File: src/rtl/alu_arbiter.sv
`default_nettype none
// ============================================================================
//  Module   : alu_arbiter
//  Purpose  : Round-robin sharing of one combinational ALU between two
//             requesters, with a tagged single response channel.
//             Optional grant statistics under macro ALU_ARB_STATS_EN.
//  Revision : 1.0  initial release
// ============================================================================
module alu_arbiter #(
  parameter int WIDTH   = 4,
  parameter int ALU_LAT = 1
) (
  input  logic               clk,
  input  logic               rst,
  input  logic [1:0]         i_req_valid,
  output logic [1:0]         o_req_ready,
  input  logic [5:0]         i_req_func,
  input  logic [2*WIDTH-1:0] i_req_a,
  input  logic [2*WIDTH-1:0] i_req_b,
  output logic [2:0]         o_alu_func,
  output logic [WIDTH-1:0]   o_alu_a,
  output logic [WIDTH-1:0]   o_alu_b,
  input  logic [WIDTH-1:0]   i_alu_sum,
  input  logic [WIDTH-1:0]   i_alu_f,
  input  logic               i_alu_zero,
  input  logic               i_alu_overflow,
  input  logic               i_alu_cout,
  output logic               o_rsp_valid,
  input  logic               i_rsp_ready,
  output logic               o_rsp_id,
  output logic [WIDTH-1:0]   o_rsp_data,
  output logic [2:0]         o_rsp_flags
`ifdef ALU_ARB_STATS_EN
  ,
  output logic [15:0]        o_grant_cnt0,
  output logic [15:0]        o_grant_cnt1
`endif
);

  localparam int                 c_CNT_W    = 4;
  localparam logic [c_CNT_W-1:0] c_CNT_LOAD = c_CNT_W'(ALU_LAT - 1);

  localparam logic [1:0] c_S_IDLE = 2'd0;
  localparam logic [1:0] c_S_EXEC = 2'd1;
  localparam logic [1:0] c_S_RESP = 2'd2;

  logic [1:0]         r_state;
  logic [1:0]         w_state_nxt;
  logic               r_last_grant;
  logic               r_id;
  logic [c_CNT_W-1:0] r_cnt;
  logic [2:0]         r_alu_func;
  logic [WIDTH-1:0]   r_alu_a;
  logic [WIDTH-1:0]   r_alu_b;
  logic [WIDTH-1:0]   r_rsp_data;
  logic [2:0]         r_rsp_flags;

  logic               w_gid;
  logic               w_grant;
  logic               w_exec_done;
  logic               w_use_sum;
  logic [2:0]         w_sel_func;
  logic [WIDTH-1:0]   w_sel_a;
  logic [WIDTH-1:0]   w_sel_b;

  // Contention goes to whoever was not served last; otherwise the lone requester.
  assign w_gid = (&i_req_valid) ? ~r_last_grant : i_req_valid[1];

  assign w_grant     = (r_state == c_S_IDLE) && (|i_req_valid);
  assign w_exec_done = (r_state == c_S_EXEC) && (r_cnt == '0);
  assign w_use_sum   = (r_alu_func == 3'b000) || (r_alu_func == 3'b001);

  assign w_sel_func = w_gid ? i_req_func[5:3]        : i_req_func[2:0];
  assign w_sel_a    = w_gid ? i_req_a[WIDTH +: WIDTH] : i_req_a[0 +: WIDTH];
  assign w_sel_b    = w_gid ? i_req_b[WIDTH +: WIDTH] : i_req_b[0 +: WIDTH];

  always_ff @(posedge clk) begin
    if (!rst) begin
      r_state <= c_S_IDLE;
    end else begin
      r_state <= w_state_nxt;
    end
  end

  always_comb begin
    w_state_nxt = r_state;
    case (r_state)
      c_S_IDLE: if (|i_req_valid)  w_state_nxt = c_S_EXEC;
      c_S_EXEC: if (r_cnt == '0)   w_state_nxt = c_S_RESP;
      c_S_RESP: if (i_rsp_ready)   w_state_nxt = c_S_IDLE;
      default:                     w_state_nxt = c_S_IDLE;
    endcase
  end

  always_comb begin
    o_req_ready = 2'b00;
    o_rsp_valid = 1'b0;
    case (r_state)
      c_S_IDLE: if (|i_req_valid) o_req_ready = w_gid ? 2'b10 : 2'b01;
      c_S_RESP: o_rsp_valid = 1'b1;
      default:  o_rsp_valid = 1'b0;
    endcase
  end

  always_ff @(posedge clk) begin
    if (!rst) begin
      r_last_grant <= 1'b1;
      r_id         <= 1'b0;
      r_cnt        <= '0;
      r_alu_func   <= '0;
      r_alu_a      <= '0;
      r_alu_b      <= '0;
      r_rsp_data   <= '0;
      r_rsp_flags  <= '0;
    end else begin
      if (w_grant) begin
        r_alu_func   <= w_sel_func;
        r_alu_a      <= w_sel_a;
        r_alu_b      <= w_sel_b;
        r_id         <= w_gid;
        r_last_grant <= w_gid;
        r_cnt        <= c_CNT_LOAD;
      end
      if ((r_state == c_S_EXEC) && (r_cnt != '0)) begin
        r_cnt <= r_cnt - 1'b1;
      end
      // The ALU is purely combinational; its result is trusted once the count expires.
      if (w_exec_done) begin
        r_rsp_data  <= w_use_sum ? i_alu_sum : i_alu_f;
        r_rsp_flags <= {i_alu_zero, i_alu_overflow, i_alu_cout};
      end
    end
  end

  assign o_alu_func  = r_alu_func;
  assign o_alu_a     = r_alu_a;
  assign o_alu_b     = r_alu_b;
  assign o_rsp_id    = r_id;
  assign o_rsp_data  = r_rsp_data;
  assign o_rsp_flags = r_rsp_flags;

`ifdef ALU_ARB_STATS_EN
  logic [15:0] r_grant_cnt0;
  logic [15:0] r_grant_cnt1;

  always_ff @(posedge clk) begin
    if (!rst) begin
      r_grant_cnt0 <= '0;
      r_grant_cnt1 <= '0;
    end else if (w_grant) begin
      if (!w_gid && (r_grant_cnt0 != 16'hFFFF)) r_grant_cnt0 <= r_grant_cnt0 + 16'd1;
      if ( w_gid && (r_grant_cnt1 != 16'hFFFF)) r_grant_cnt1 <= r_grant_cnt1 + 16'd1;
    end
  end

  assign o_grant_cnt0 = r_grant_cnt0;
  assign o_grant_cnt1 = r_grant_cnt1;
`endif

endmodule
`default_nettype wire
File: config.mk
export PLATFORM = sky130hd
export DESIGN_NAME = alu_arbiter
export DESIGN_NICKNAME = d
export VERILOG_FILES = /design/src/rtl/alu_arbiter.sv
export SDC_FILE = /design/constraint.sdc
export NUM_CORES = 1
export LEC_CHECK = 0
export CORE_ASPECT_RATIO = 0.7
export CORE_MARGIN = 1
export CORE_UTILIZATION = 43
export CTS_CLUSTER_SIZE = 16
export DETAILED_ROUTE_END_ITERATION = 8
export MAX_ROUTING_LAYER = met4
export PLACE_DENSITY = 0.95
export SLEW_MARGIN = 20
export SYNTH_ARGS = -nofsm -noshare
export SYNTH_HDL_FRONTEND = slang
export SYNTH_SLANG_ARGS = --single-unit
File: constraint.sdc
create_clock -name clk -period 2.8 [get_ports clk]
set_clock_uncertainty 0.05 [all_clocks]
set_input_delay 0.7 -clock clk [delete_from_list [all_inputs] [get_ports clk]]
set_output_delay 0.7 -clock clk [all_outputs]
set_load 0.02 [all_outputs]
## Yosys cells after proc, flatten, opt, wreduce, memory -nomap -nowiden

Index checks and enable logic that the tools add are counted.

| storage, ports and cells | value |
|---|---|
| register bits after elaboration | 26 |
| output and inout bits | 22 |
| word-level logic and storage cells | 44 |

| cells by class | value |
|---|---|
| add/subtract/negate cells | 1 |
| eq/ne operators | 6 |
| multiplexer cells | 15 |
| bitwise operators | 1 |
| reductions and logical operators | 12 |

Operator list:

| kind | count |
|---|---|
| $mux W4 | 5 |
| $mux W2 | 6 |
| $pmux W2 S3 | 1 |
| $logic_not A4 Y1 | 1 |
| $ne A2 B2 Y1 const B | 2 |
| $reduce_bool A4 Y1 | 1 |
| $sub A4 B1 Y4 const B | 1 |
| $eq A3 B1 Y1 const B | 1 |
| $logic_and A1 B1 Y1 | 3 |
| $logic_not A3 Y1 | 1 |
| $mux W3 | 1 |
| $reduce_and A3 Y1 | 1 |
| $eq A2 B1 Y1 const B | 1 |
| $eq A2 B2 Y1 const B | 1 |
| $logic_not A2 Y1 | 1 |
| $mux W1 | 2 |
| $ne A2 B1 Y1 const B | 1 |
| $reduce_and A2 Y1 | 1 |
| $reduce_bool A2 Y1 | 1 |
| $reduce_or A2 Y1 | 1 |
| $logic_or A1 B1 Y1 | 1 |
| $not A1 Y1 | 1 |

## Depth between registers and ports, before layout

| depth | value |
|---|---|
| word-level depth | 5 |
| mapped depth | 6 |

## Worst setup path before layout

OpenSTA, ideal clock, no wires.

| timing | value |
|---|---|
| path type | in2out |
| start | in i_req_valid[1] |
| end | out o_req_ready[0] |
| arrival time | 1.545 ns |
| data required time | 2.050 ns |
| path slack | 0.505 ns |
| cell stages on the path | 3 |
| buffers on the path | 1 |
| cell sequence | a21boi_2 > buf_6 > nor3_1 |

| between the ends | value |
|---|---|
| word-level cells in the longest chain between the ends | 5 |

RTL lines:

| element | RTL line | RTL |
|---|---|---|
| start: declaration | 15 | `input logic [1:0] i_req_valid,` |
| $reduce_and A2 Y1 | 67 | `assign w_gid = (&i_req_valid) ? ~r_last_grant : i_req_valid[1];` |
| $mux W1 | 67 |  |
| $mux W2 | 99 | `c_S_IDLE: if (\|i_req_valid) o_req_ready = w_gid ? 2'b10 : 2'b01;` |
| $mux W2 * | 99 |  |
| $mux W2 * | 98 | `case (r_state)` |
| end: declaration | 16 | `output logic [1:0] o_req_ready,` |

Every way passes the cells marked *; elsewhere a longest branch is shown, timed or not.

## Worst setup path after layout

Same ends and word-level chain as after synthesis.

==> impl_metrics.tcl <==
set metrics [dict create \
    cts.sinks 26 \
    clock_path_buffers 2 \
    pre_cts_ws_ps -166 \
    arrival_ps 1930 \
    rsz0062_at_grt "false" \
    ioPinCount 60 \
    synth_area_leaders "dfxtp_1 41%, a21oi_1 9.1%, mux2i_1 8.7%, a211oi_2 7.9%, o21ai_0 3.6%" \
    dr.pass1.iters 4 \
    dp_hpwl_mm 2.67 \
    path_clk_slew_ps 100 \
    clock-root-buffer "clkbuf_8" \
    route.detailed.drc 0 \
    dieHeight_um 47.4 \
    hp-start "o_rsp_id$_SDFFE_PN0P_" \
    timing.hold.ws_ps 450 \
    hold_violations 0 \
    synth_cells 137 \
    setup-violations-final 0 \
    die_w_um 66.9 \
    die-area_um2 3170 \
    syn_area_per_cell_um2 9.24 \
    critical_path_required_ps 2050 \
    grt_use_total 0.258 \
    ys_ff_latch 26 \
    fin_total_pwr_mw 1.07 \
    vias 1308 \
    multiInputGateArea_um2 686 \
    worstPathMaxFanout 4 \
    wl_per_cell_um 16.2 \
    fillers 198 \
    core_area_um2 2800 \
    yosysWarnings 0 \
    drive_above_1_share 0.0974 \
    grt_pass1_vias 1346 \
    min_period_ps 2680 \
    leakagePower_nw 0.710 \
    reg2reg_depth 3 \
    syn-num-nets 176 \
    start_kind "input pin" \
    power_density_nw_per_um2 551 \
    min_period_over_period 0.957 \
    h-tree-depth 1 \
    rrSetupSlack_ps 850 \
    clk_latency_ps 280 \
    setup_slack_ps 121 \
    drv_cap 0 \
    hold_class "flip-flop to flip-flop" \
    regArea_um2 520 \
    drt_iter0_markers 39 \
    r2r_end "o_alu_func[0]$_SDFFE_PN0P_" \
    fin_cells 231 \
    initial_core_util 0.452 \
    grt_max_degree 24 \
    critPathLaunch "i_req_valid[1]" \
    n_antenna_cell 0 \
    cts_hold_buf 0 \
    ant_nets 0 \
    reg2reg_from "r_state[0]$_SDFFE_PN0P_" \
    maxSlewHeadroom 0.309 \
    fin_nets 235 \
    yosysTopAreaCell "dfxtp_1" \
    cts_tree "yes" \
    worstSetupPathType "input pin to primary output" \
    synth_top_area_frac 0.411 \
    synth_area_um2 1270 \
    synth_cell_type_count 34 \
    worstHoldPathCells 2 \
    rows 16 \
    totalWireLength_mm 3.74 \
    syn_to_final_growth_pct 53.9 \
    irDropWorstVdd_uv 345 \
    dp_cells 227 \
    antenna_found_initial 0 \
    viasPerCell 5.66 \
    grt_pass1_wl_mm 5.87 \
    final_max_slew_viol_count 0 \
    tightest_slew_ps 1030 \
    place.gp.congestion 0.790 \
    numCtsBuffers 3 \
    ys_seq_area_frac 0.411 \
    status "finished clean" \
    crit_path_end_kind "primary output" \
    clock.fmax_ghz 0.373 \
    io_buffer_count 59 \
    hold_end "o_rsp_id$_SDFFE_PN0P_" \
    grt.overflow.total 0 \
]
-- state kept, by name (all words and copies together), names as in the netlist --
signal	count
o_alu_a	4
o_alu_b	4
o_rsp_data	4
r_cnt	4
o_alu_func	3
o_rsp_flags	3
r_state	2
o_rsp_id	1
r_last_grant	1
-- where the power goes --
part           total (mW)  internal [mW]  switching, mW
registers           0.432          0.406         0.0261
clock network       0.319          0.192          0.128
logic               0.322          0.160          0.162
-- placed cells by master (no fill, tap or decap) --
cell and instances:
o21ai_0 9, a21oi_1 23, a211o_1 1, a211oi_1 3
clkdlybuf4s50_1 57, and3_1 1, o31ai_1 1, a311oi_1 4
buf_4 3, dlygate4sd2_1 2, nor3b_1 1, mux2i_1 11
nand3b_1 2, or2_2 2, and3b_1 1, nand2_1 5
o221ai_1 3, inv_1 4, ha_1 1, bufinv_16 1
a211oi_2 8, o21a_1 2, a21oi_2 1, nand2b_1 1
or4_1 1, a21boi_2 1, nor2b_1 2, dfxtp_1 26
or2_0 1, o211ai_1 1, or3_1 2, nor3_1 1
nor2_1 7, clkbuf_8 3, nand3_1 3
-- critical path, stage by stage --
cell	delay, ps
clkdlybuf4s50_1	460
a21boi_2	200
nor3_1	210
dlygate4sd2_1	360
-- synthesized netlist by cell type, drive strengths merged --
cell	instances
dfxtp	26
a21oi	24
a211oi	11
mux2i	11
o21ai	9
nor2	7
buf	5
nand2	5
a311oi	4
inv	4
clkbuf	3
nand3	3
o221ai	3
or2	3
nand3b	2
nor2b	2
o21a	2
or3	2
a211o	1
a21boi	1
and3	1
and3b	1
ha	1
nand2b	1
nor3	1
nor3b	1
o211ai	1
o31ai	1
or4	1
-- per-layer routing --
| layer | GRT usage | wire length [um] | up-vias |
|---|---|---|---|
| met1 | 0.283 | 1580 | 618 |
| met5 | - | 0 | - |
| met3 | 0.0655 | 230 | 6 |
| li1 | - | - | 630 |
| met4 | 0.0894 | 46 | 0 |
| met2 | 0.463 | 1880 | 54 |
-- cells by family after synthesis --
family	after synthesis	synth area share
flip-flops	26	0.411
buffers and inverters	12	0.0474
adder cells (fa/ha/maj)	1	0.00988
AO/OA/AOI/OAI	57	0.318
multiplexers	11	0.0870
AND/OR/NAND/NOR	30	0.126
-- per-stage QoR --
step,TNS (ps),utilization,cell area [um^2]
after floorplan,0,-,1270
after global placement,-147,0.671,1880
after detailed placement,-321,0.671,1880
after CTS,0,0.695,1950
after global routing,0,0.695,1950
final,0,0.695,1950
-- what timing repair did --
action | in CTS | in global routing
endpoints found under the setup margin | 2 | 0
resized for setup | 2 | 0
setup buffers | 0 | 0
-- area by class of cell --
| class | instances | area share |
|---|---|---|
| multi-input combinational | 99 | 0.352 |
| clock inverter | 1 | 0.0154 |
| tap | 36 | 0.0231 |
| sequential | 26 | 0.267 |
| inverter | 4 | 0.00771 |
| timing repair buffer | 62 | 0.313 |
| clock buffer | 3 | 0.0212 |
-- worst max path at each step --
| stage | slack, ps | endpoint |
|---|---|---|
| 4_1_cts | 110 | o_req_ready[1] |
| 5_1_grt | 50 | o_req_ready[0] |
| 6_report | 120 | o_req_ready[0] |
| 2_1_floorplan | 500 | o_req_ready[0] |
| 3_5_place_dp | -170 | o_req_ready[0] |
| 3_3_place_gp | -70 | o_req_ready[1] |
(Power assumes the default switching activity.)
